**src/rtl/tt_um_uart_spi.sv**
```systemverilog
// Tiny Tapeout top: 8N1 UART transceiver and 16-bit SPI slave.
// Received data is read back on uio_out through a byte-select mux.
module tt_um_uart_spi #(
  parameter int CLK_FREQ  = 50000000,
  parameter int BAUD_RATE = 9600
) (
  input  logic       clk,
  input  logic       rst_n,
  input  logic       ena,
  input  logic [7:0] ui_in,
  output logic [7:0] uo_out,
  input  logic [7:0] uio_in,
  output logic [7:0] uio_out,
  output logic [7:0] uio_oe
);

  localparam int          BIT_CYC   = CLK_FREQ / BAUD_RATE;
  localparam logic [15:0] BIT_LAST  = 16'(BIT_CYC - 1);
  localparam logic [15:0] HALF_LAST = 16'(BIT_CYC / 2 - 1);

  logic unused_ok;
  assign unused_ok = &{1'b0, ena, uio_in};

  // Two-stage synchronisers for ui_in[7:2]; prev_q gives edge detection.
  // Bit 0 (uart_rx) resets high to match the idle line.
  logic [5:0] meta_q, sync_q, prev_q;

  always_ff @(posedge clk or negedge rst_n) begin
    if (!rst_n) begin
      meta_q <= 6'b000001;
      sync_q <= 6'b000001;
      prev_q <= 6'b000001;
    end else begin
      meta_q <= ui_in[7:2];
      sync_q <= meta_q;
      prev_q <= sync_q;
    end
  end

  logic rx_bit, rx_fall, tx_rise, sclk_rise, sclk_fall, sdi_bit;
  logic cs_now, cs_prev, cs_rise, cs_fall;

  assign rx_bit    = sync_q[0];
  assign rx_fall   = prev_q[0] & ~sync_q[0];
  assign tx_rise   = sync_q[1] & ~prev_q[1];
  assign sclk_rise = sync_q[3] & ~prev_q[3];
  assign sclk_fall = prev_q[3] & ~sync_q[3];
  assign sdi_bit   = sync_q[4];
  assign cs_now    = sync_q[5] & sync_q[2];
  assign cs_prev   = prev_q[5] & prev_q[2];
  assign cs_rise   = cs_now & ~cs_prev;
  assign cs_fall   = cs_prev & ~cs_now;

  typedef enum logic [1:0] {RX_IDLE, RX_START, RX_DATA, RX_STOP} rx_state_t;
  rx_state_t   rx_state_q;
  logic [15:0] rx_cnt_q;
  logic [2:0]  rx_idx_q;
  logic [7:0]  rx_sh_q, rx_data_q;
  logic        rx_valid_q, frame_err_q;

  always_ff @(posedge clk or negedge rst_n) begin
    if (!rst_n) begin
      rx_state_q  <= RX_IDLE;
      rx_cnt_q    <= 16'd0;
      rx_idx_q    <= 3'd0;
      rx_sh_q     <= 8'd0;
      rx_data_q   <= 8'd0;
      rx_valid_q  <= 1'b0;
      frame_err_q <= 1'b0;
    end else begin
      rx_valid_q <= 1'b0;
      case (rx_state_q)
        RX_IDLE: begin
          if (rx_fall) begin
            rx_state_q <= RX_START;
            rx_cnt_q   <= 16'd0;
          end
        end
        RX_START: begin
          if (rx_cnt_q == HALF_LAST) begin
            rx_cnt_q   <= 16'd0;
            rx_idx_q   <= 3'd0;
            rx_state_q <= rx_bit ? RX_IDLE : RX_DATA;
          end else begin
            rx_cnt_q <= rx_cnt_q + 16'd1;
          end
        end
        RX_DATA: begin
          if (rx_cnt_q == BIT_LAST) begin
            rx_cnt_q <= 16'd0;
            rx_sh_q  <= {rx_bit, rx_sh_q[7:1]};
            rx_idx_q <= rx_idx_q + 3'd1;
            if (rx_idx_q == 3'd7) rx_state_q <= RX_STOP;
          end else begin
            rx_cnt_q <= rx_cnt_q + 16'd1;
          end
        end
        RX_STOP: begin
          if (rx_cnt_q == BIT_LAST) begin
            rx_state_q <= RX_IDLE;
            if (rx_bit) begin
              rx_data_q   <= rx_sh_q;
              rx_valid_q  <= 1'b1;
              frame_err_q <= 1'b0;
            end else begin
              frame_err_q <= 1'b1;
            end
          end else begin
            rx_cnt_q <= rx_cnt_q + 16'd1;
          end
        end
        default: rx_state_q <= RX_IDLE;
      endcase
    end
  end

  typedef enum logic {TX_IDLE, TX_SEND} tx_state_t;
  tx_state_t   tx_state_q;
  logic [15:0] tx_cnt_q;
  logic [3:0]  tx_idx_q;
  logic [8:0]  tx_sh_q;
  logic        tx_q;

  // The byte is latched into tx_sh_q at the trigger, so later RX updates
  // cannot disturb a frame in flight.
  always_ff @(posedge clk or negedge rst_n) begin
    if (!rst_n) begin
      tx_state_q <= TX_IDLE;
      tx_cnt_q   <= 16'd0;
      tx_idx_q   <= 4'd0;
      tx_sh_q    <= 9'h1FF;
      tx_q       <= 1'b1;
    end else begin
      case (tx_state_q)
        TX_IDLE: begin
          tx_q <= 1'b1;
          if (tx_rise) begin
            tx_sh_q    <= {1'b1, rx_data_q};
            tx_q       <= 1'b0;
            tx_cnt_q   <= 16'd0;
            tx_idx_q   <= 4'd0;
            tx_state_q <= TX_SEND;
          end
        end
        TX_SEND: begin
          if (tx_cnt_q == BIT_LAST) begin
            tx_cnt_q <= 16'd0;
            if (tx_idx_q == 4'd9) begin
              tx_state_q <= TX_IDLE;
              tx_q       <= 1'b1;
            end else begin
              tx_q     <= tx_sh_q[0];
              tx_sh_q  <= {1'b1, tx_sh_q[8:1]};
              tx_idx_q <= tx_idx_q + 4'd1;
            end
          end else begin
            tx_cnt_q <= tx_cnt_q + 16'd1;
          end
        end
        default: tx_state_q <= TX_IDLE;
      endcase
    end
  end

  logic tx_busy;
  assign tx_busy = (tx_state_q == TX_SEND);

  logic [15:0] spi_in_q, spi_out_q, spi_rx_q, spi_tx_q;
  logic [4:0]  spi_cnt_q;
  logic        spi_done_q, spi_busy_q;

  always_ff @(posedge clk or negedge rst_n) begin
    if (!rst_n) begin
      spi_in_q   <= 16'd0;
      spi_out_q  <= 16'd0;
      spi_rx_q   <= 16'd0;
      spi_tx_q   <= 16'd0;
      spi_cnt_q  <= 5'd0;
      spi_done_q <= 1'b0;
      spi_busy_q <= 1'b0;
    end else if (cs_rise) begin
      spi_done_q <= 1'b0;
      spi_cnt_q  <= 5'd0;
      spi_out_q  <= spi_tx_q;
      spi_busy_q <= 1'b1;
    end else if (cs_fall) begin
      if (spi_cnt_q == 5'd16) begin
        spi_rx_q   <= spi_in_q;
        spi_tx_q   <= spi_in_q;
        spi_done_q <= 1'b1;
      end
      spi_busy_q <= 1'b0;
    end else if (cs_now) begin
      if (sclk_rise) begin
        spi_in_q <= {spi_in_q[14:0], sdi_bit};
        if (spi_cnt_q != 5'd16) spi_cnt_q <= spi_cnt_q + 5'd1;
      end
      if (sclk_fall) spi_out_q <= {spi_out_q[14:0], 1'b0};
    end
  end

  logic spi_sdo;
  assign spi_sdo = cs_prev & spi_out_q[15];

  assign uo_out = {1'b0, spi_busy_q, spi_sdo, spi_done_q, frame_err_q,
                   tx_busy, rx_valid_q, tx_q};
  assign uio_oe = 8'hFF;

  always_comb begin
    uio_out = 8'h00;
    case (ui_in[1:0])
      2'b00: uio_out = rx_data_q;
      2'b01: uio_out = spi_rx_q[7:0];
      2'b10: uio_out = spi_rx_q[15:8];
      2'b11: uio_out = {4'b0, spi_done_q, frame_err_q, tx_busy, spi_busy_q};
      default: uio_out = 8'h00;
    endcase
  end

endmodule

```
**config.mk**
```make
export PLATFORM = sky130hd
export DESIGN_NAME = tt_um_uart_spi
export DESIGN_NICKNAME = d
export VERILOG_FILES = /design/src/rtl/tt_um_uart_spi.sv
export SDC_FILE = /design/constraint.sdc
export NUM_CORES = 1
export LEC_CHECK = 0
export BUFFER_PORTS_ARGS = -buffer_cell sky130_fd_sc_hd__buf_2
export CAP_MARGIN = 20
export CORE_ASPECT_RATIO = 1.5
export CORE_MARGIN = 4
export CORE_UTILIZATION = 52
export CTS_CLUSTER_DIAMETER = 120
export CTS_CLUSTER_SIZE = 12
export DETAILED_ROUTE_END_ITERATION = 10
export MAX_ROUTING_LAYER = met4
export PLACE_DENSITY = 0.77
export SYNTH_ARGS = -nofsm -noshare
export SYNTH_HDL_FRONTEND = slang
export SYNTH_SLANG_ARGS = --single-unit
```
**constraint.sdc**
```tcl
create_clock -name clk -period 2.74 [get_ports clk]
set_clock_uncertainty 0.2 [all_clocks]
set_input_delay 0.274 -clock clk [delete_from_list [all_inputs] [get_ports clk]]
set_output_delay 0.274 -clock clk [all_outputs]
set_load 0.03 [all_outputs]
```
==> results of run 1 <==
==> flip-flops by register name, indices dropped and copies added, names as in the netlist, named ones only <==
signal	count
frame_err_q	1
meta_q	6
prev_q	5
rx_cnt_q	16
rx_data_q	8
rx_idx_q	3
rx_sh_q	8
rx_state_q	1
rx_valid_q	1
spi_busy_q	1
spi_cnt_q	5
spi_done_q	1
spi_in_q	16
spi_out_q	16
spi_tx_q	16
sync_q	6
tx_busy	1
tx_cnt_q	16
tx_idx_q	4
tx_q	1
tx_sh_q	8
==> cells by family (layout without fill, tap and decap cells) <==
kind of cell | count (synthesis) | count (layout) | share of synthesized area
fa+ha+maj | 10 | 10 | 0.0191
flops | 141 | 141 | 0.540
other cells | 2 | 9 | 0.00114
buf+inv | 62 | 95 | 0.0486
simple gates | 160 | 160 | 0.132
mux | 76 | 76 | 0.133
compound gates | 119 | 119 | 0.119
xor+xnor | 6 | 6 | 0.00800
==> per-layer routing <==
| layer | wire [um] | vias to the layer above | GRT usage |
|---|---|---|---|
| met3 | 337 | 29 | 0.0403 |
| met4 | 411 | 0 | 0.0930 |
| met2 | 6940 | 83 | 0.316 |
| met5 | 0 | - | - |
| met1 | 5210 | 2268 | 0.234 |
| li1 | - | 2108 | - |
==> per-stage QoR <==
stage          std cells  total power [mW]  cell area, um^2  setup slack (ns)
6_report             772              5.10             7430             0.220
5_1_grt              772              5.34             7430            0.0751
4_1_cts              772              5.14             7420            0.0460
3_5_place_dp         733              2.95             6790             0.266
3_3_place_gp         733              2.92             6790             0.307
2_1_floorplan        583              2.79             6590             0.386
==> critical path, delay by kind of cell, from the launching register on <==
kind / cells / cell delay [ns]
simple gates: 4 / 1.37
flops: 1 / 0.44
mux: 1 / 0.38
==> what timing repair did <==
item                                   in CTS  in global routing
endpoints found under the hold margin      71                  0
hold buffers                                7                  0
setup endpoints to repair                   0                 22
gates resized for setup                     0                  1
==> path summary, 6_finish.rpt <==
check / startpoint / to / cells past startpoint
max in group asynchronous: rst_n / tx_sh_q[7] / 3
hold / removal: meta_q[4] / sync_q[4] / 0
setup reg to reg: rx_cnt_q[4] / rx_sh_q[2] / 5
min in group asynchronous: rst_n / tx_cnt_q[5] / 2
hold reg to reg: meta_q[4] / sync_q[4] / 0
setup / recovery: rx_cnt_q[4] / rx_sh_q[2] / 5
==> report_power, final <==
| part | total, mW | internal, mW | switching [mW] |
|---|---|---|---|
| clock network | 2.17 | 1.21 | 0.953 |
| logic | 0.500 | 0.223 | 0.277 |
| registers | 2.43 | 2.26 | 0.173 |
==> final cells by class <==
cell class | instances | area, um^2 | share of cell area
sequential | 141 | 3540 | 0.477
multi-input combinational | 380 | 2740 | 0.368
clock buffer | 18 | 439 | 0.0591
timing repair buffer | 47 | 329 | 0.0443
tap | 156 | 195 | 0.0263
clock inverter | 14 | 124 | 0.0167
inverter | 16 | 60.1 | 0.00809
==> placed cells by master, fill, tap and decap left out, drive strengths merged, types with 6 or more instances in the layout <==
cell         instances
or3                  6
ha                  10
o221a                7
a22o                 6
clkbuf              18
o21ai               51
nor2                21
inv                 25
a21oi               15
dfrtp              129
dfstp               12
mux2                51
nand2               57
dlygate4sd3          7
buf                 40
o31ai               10
nand3               10
nand3b               9
conb                 9
mux2i               21
nor2b                7
a22oi                6
a31oi                7
nand4               12
==> summary by stage, run 1 <==
Layout
The area growth from synthesis to final layout is 13.1%. The end-of-flow core utilization is 0.596. Of the cells placed in the final design, the portion with a size suffix greater than 1 is 0.248. The final net count is 632.

The antenna diode instance count is 0. Counting the fill cells in the layout gives 969.

Timing
The number of max-slew violations in the final report is 0. The final worst-path cycle share is 0.920. The final setup TNS is 0 ns. The number of hold-slack violations in the final timing report is 0. On the final layout, the worst hold slack is 0.150 ns. The minimum clock period is 2.52 ns. Setup repair after global routing left no endpoint under its margin. For the pin with the worst max-slew slack, the measured transition is 0.724 ns. Static timing analysis puts the maximum clock frequency at ~400 MHz.

Setup violations remaining at the end of the flow were counted as 0. Measured against its own limit, the worst slew margin works out to 0.511.

Detailed routing
The first-pass iteration count of the detailed router is 5. After detailed routing, the average wire length per cell comes to 16.7 um. The final layout contains routed wiring with a total length of between 10000 and 15000 um.

Dividing the detail-routed via count by the number of cells gives 5.81. Detailed routing inserted a total of 4488 vias. The detailed router finished its first iteration with 331 violations. For this run, design rule violations remaining after detail routing come to 0. The post-route antenna net violation count is 0.

Critical path
Data on the critical path arrives at its endpoint at approximately 2.6 ns. The element type at the critical path start is a flip-flop. The worst register-to-register path has a setup slack of 0.22 ns. Among all stages on the critical path, the largest delay is contributed by dfrtp_1. In this design, the stage delay of the slowest critical-path cell is 0.44 ns. The worst setup path is captured at a flip-flop. The maximum fanout along the worst path is 8. The required time reported for the critical path endpoint is 2.84 ns. The critical path goes through nor4bb_1, nand4_1, nor4b_1, and3_1, mux2_2. The classification of the worst setup path is flip-flop to flip-flop.

Clock network
Clock-pin slew was measured on the worst setup and hold paths at 0.06 ns. Clock tree synthesis found a total of around 140 sinks. The maximum buffer depth of the clock tree is 2. The H-tree depth is 4.

The total clock buffers created by CTS is 17. The root cell of the clock tree is clkbuf_16. TritonCTS built the clock tree. The clock reaches the later pin of the worst-skew pair after 0.42 ns. In this run the post-CTS setup repair buffer count came out at 0.

Power
IR analysis of the VDD net gives a maximum drop of 0.000596 V. For this design the static power due to leakage is approximately 3.4 nW. In this run the power density over the cells is 686 nW/um^2.

Synthesis
The post-synthesis cell count is 576. Of the synthesized area, sequential elements account for 0.540. The most used flip-flop cell after synthesis is dfrtp_1. Sorting the synthesized cells by area gives the leading types as dfrtp_1, mux2_2, dfstp_2, o21ai_0, mux2i_1. Among all cell types in the netlist, the one instantiated most often is dfrtp_1. The largest total area in the synthesized netlist belongs to dfrtp_1. Counting flops with a built-in enable in the synthesized netlist gives 0. The share of the synthesized area in the top cell type is 0.492.

The distinct cell type count after synthesis is 56. The combined area of all synthesized cells is about 6600 um^2. In this run, synthesis produced a sequential element count of 141. Sorting the synthesized cells by how often they occur yields dfrtp_1, nand2_1, mux2_2, o21ai_0. The post-synthesis average cell area is 11.4 um^2.

The Yosys warning count is 0. The post-synthesis async set-or-reset flop share is 1.00.

Floorplanning
For this design the top-level I/O count stands at 43. The site row count is 50. For this configuration, the core starts out at a cell density of 0.527. The floorplan step set the die width to approximately 100 um.

The area inside the core boundary is 12400 um^2. The die area is 14500 um^2. The vertical die dimension is 146 um.

Flow run
The number of max-capacitance violations reported is 0.

Placement
The final weighted congestion of routability-driven global placement is 0.824. Summed over all nets, the half-perimeter wirelength after detailed placement is just under 9000 um. During placement, the flow inserted port buffers numbering 24.

Global route
The first-pass GRT wire length is between 20000 and 25000 um. The initial antenna violation count is 0. Entering global routing, the biggest net connects just under 80 pins. The overall track demand over capacity in global routing is 0.196. The aggregate global routing overflow is 0. The via count of the first global-routing pass is 4537.

Outcome
The run finished with clean final reports.

Worst hold path
The class of the worst hold path is flip-flop to flip-flop.
No activity file was read; power rests on OpenSTA's default activity.
==> run 2, diff against run 1 <==
--- a/config.mk
+++ b/config.mk
@@ -7,7 +7,6 @@
 export LEC_CHECK = 0
 export BUFFER_PORTS_ARGS = -buffer_cell sky130_fd_sc_hd__buf_2
 export CAP_MARGIN = 20
-export CORE_ASPECT_RATIO = 1.5
 export CORE_MARGIN = 4
 export CORE_UTILIZATION = 52
 export CTS_CLUSTER_DIAMETER = 120
==> summary by stage, run 2 (synthesized netlist as in run 1, its figures left out) <==
Clock network
The H-tree depth came to 4 (unchanged). The clock-pin slew reported for the worst setup and hold paths after clock tree synthesis is 0.06 ns (about the same). The maximum buffer depth of the clock tree is 2 (unchanged). The cell sitting at the root of the clock tree is a clkbuf_16. The insertion delay to the later sink of the worst-skew pair is 0.41 ns (about the same). The TritonCTS clock tree is yes. The clock sink count is 141 (unchanged). The total clock buffers created by CTS was 17 (unchanged).

Layout
The register area is 3540 um^2 (unchanged). The final net count was 632 (unchanged). The library cells used most frequently in the layout, excluding fill and tap cells, are dfrtp_1, nand2_1, mux2_2, o21ai_0, buf_2. The share of cells above drive strength 1 is 0.245 (-0.00325). Leaving out fill and tap cells, the most frequent cell in the layout is dfrtp_1. The multi-input gate area in the final layout is 2740 um^2 (unchanged).

The area growth from synthesis to layout is 13.7%. The count of filler cells inserted in the layout is 948 (-2.2%). The antenna diode instance count is 0 (unchanged).

Detailed routing
The post-detailed-route DRC marker count came to 0 (unchanged). The count of routing violations after the opening detailed-route iteration was 443 (+34%). The vias per cell is 5.79 (-0.37%). The wire length per cell after detailed routing is 16.4 um (-1.8%). The first-pass iteration count of the detailed router is 5 (unchanged). The post-route antenna net violation count is 0 (unchanged). The total via count in the routed design was 4541 (+1.2%).

The aggregate routed wire length came to 12900 um (-0.22%).

Placement
The number of input and output port buffers inserted came to 24 (unchanged). The pre-CTS setup slack was 0.217 ns (-0.0493 ns). The final weighted congestion of routability-driven global placement is 0.845 (+2.6%). The half-perimeter wire length of the detailed placement result is 8380 um (-3.6%).

Timing
The post-layout worst setup margin came to 0.190 ns (-0.0293 ns). The number of hold-slack violations in the final timing report is 0 (unchanged). The worst hold slack after final layout was 0.152 ns (+0.00192 ns).

The number of setup violations in the final report is 0 (unchanged). The achievable frequency is 392 MHz (-1.1%). The minimum clock period is 2.55 ns (+0.0293 ns). The transition time at the pin with the least slew margin is 0.841 ns (+0.117 ns). The headroom to the max-slew limit is 0.437 (-0.0737). The number of max-slew violations in the final report came to 0 (unchanged).

The final setup TNS is 0 ns (unchanged). Setup repair after global routing left no endpoint under its margin. The final worst-path cycle share is 0.931 (+0.0107).

Floorplanning
The vertical die dimension is 120 um (-17%). The die area is 14500 um^2 (-0.26%). The area inside the core boundary is 12200 um^2 (-2.3%). The site row count came to 40 (-20%). The starting density of the core is 0.540 (+0.0125). The number of placed I/O pins was 43 (unchanged). The die outline width is 120 um (+21%).

Global route
The aggregate global routing overflow is 0 (unchanged). The met1 track demand over resource is 0.247 (+0.0137). The first-pass GRT wire length came to 22000 um (-0.19%).

The via count of the first global-routing pass is 4483 (-1.2%). The initial antenna violation count was 0 (unchanged). The maximum number of pins on one net before global-route repair is 73 (-5.2%). The met3 demand-to-capacity share in global routing is 0.0486 (+0.00836). The met2 track utilization from global routing came to 0.316 (+0.000943).

The layer with the highest usage is met2. The overall track demand over capacity in global routing is 0.195 (-0.00143).

Critical path
The data arrival time of the worst path is 2.65 ns (+0.03 ns). The classification of the worst setup path is flip-flop to flip-flop. The maximum fanout along the worst path came to 16 (+8). The worst setup path is launched from a flip-flop. The required time reported for the critical path endpoint was 2.84 ns (about the same). The critical path endpoint category is a flip-flop.

Outcome
The run finished with clean final reports.

Power
The worst vdd rail ir drop is 0.000444 V (-25%). The leakage power figure is 3.41 nW (+0.30%). The power per standard cell area is 695 nW/um^2 (+1.2%). The overall power is 5.19 mW (+1.8%).

Worst hold path
The class of the worst hold path is flip-flop to flip-flop.

Flow run
The number of max-capacitance violations reported is 0 (unchanged).
## run 2: cell types whose count changed in the layout (fill, tap and decap cells not counted), sizes merged
cell,previous run,this run
clkinv,2,4
clkinvlp,3,4
bufinv,0,2
inv,25,16
clkbuf,18,22
## run 2: path summary, 6_finish.rpt
check                           cells past startpoint          from  slack, ns      endpoint
max in group asynchronous                           3         rst_n       1.32    tx_sh_q[6]
worst min-delay path                                0     meta_q[2]       0.15     sync_q[2]
worst min register to register                      0     meta_q[2]       0.15     sync_q[2]
min in group asynchronous                           2         rst_n       0.22  tx_cnt_q[15]
worst max-delay path                                5  spi_cnt_q[0]       0.19  spi_tx_q[10]
worst max register to register                      5  spi_cnt_q[0]       0.19  spi_tx_q[10]
## run 2: area by class of cell
class	instances	share of cell area
Clock buffer	22	0.0635
Clock inverter	10	0.0153
Inverter	16	0.00804
Multi-Input combinational cell	380	0.366
Sequential cell	141	0.475
Tap cell	168	0.0282
Timing Repair Buffer	47	0.0441
## run 2: through the flow
step / instances / utilization / area, um^2
finish: 784 / 0.614 / 7470
global route: 784 / 0.614 / 7470
CTS: 784 / 0.613 / 7460
detailed placement: 745 / 0.559 / 6800
global placement: 745 / 0.559 / 6800
floorplan: 583 / - / 6590
## run 2: worst max-delay path, stage by stage (launching register included)
cell and delay (ns):
dfrtp_1 0.42, inv_1 0.11, ha_1 0.15, nor4bb_1 0.50, nand2_1 0.59, mux2_2 0.46
## run 2: what timing repair did
action | CTS | global route
hold buffers | 7 | 0
endpoints found under the setup margin | 0 | 3
setup buffers | 0 | 0
gates resized for setup | 0 | 1
hold endpoints to repair | 69 | 0
## run 2: where the power goes
group / internal, mW / total [mW] / switching (mW)
Sequential: 2.26 / 2.43 / 0.174
Combinational: 0.222 / 0.508 / 0.285
Clock: 1.41 / 2.25 / 0.841
## run 2: routing by layer
metal / vias up / routed length (um) / share of wire
met4: 0 / 102 / 0.0079
met5: - / 0 / 0
met1: 2310 / 5620 / 0.44
met3: 11 / 568 / 0.044
met2: 105 / 6580 / 0.51
li1: 2115 / - / -
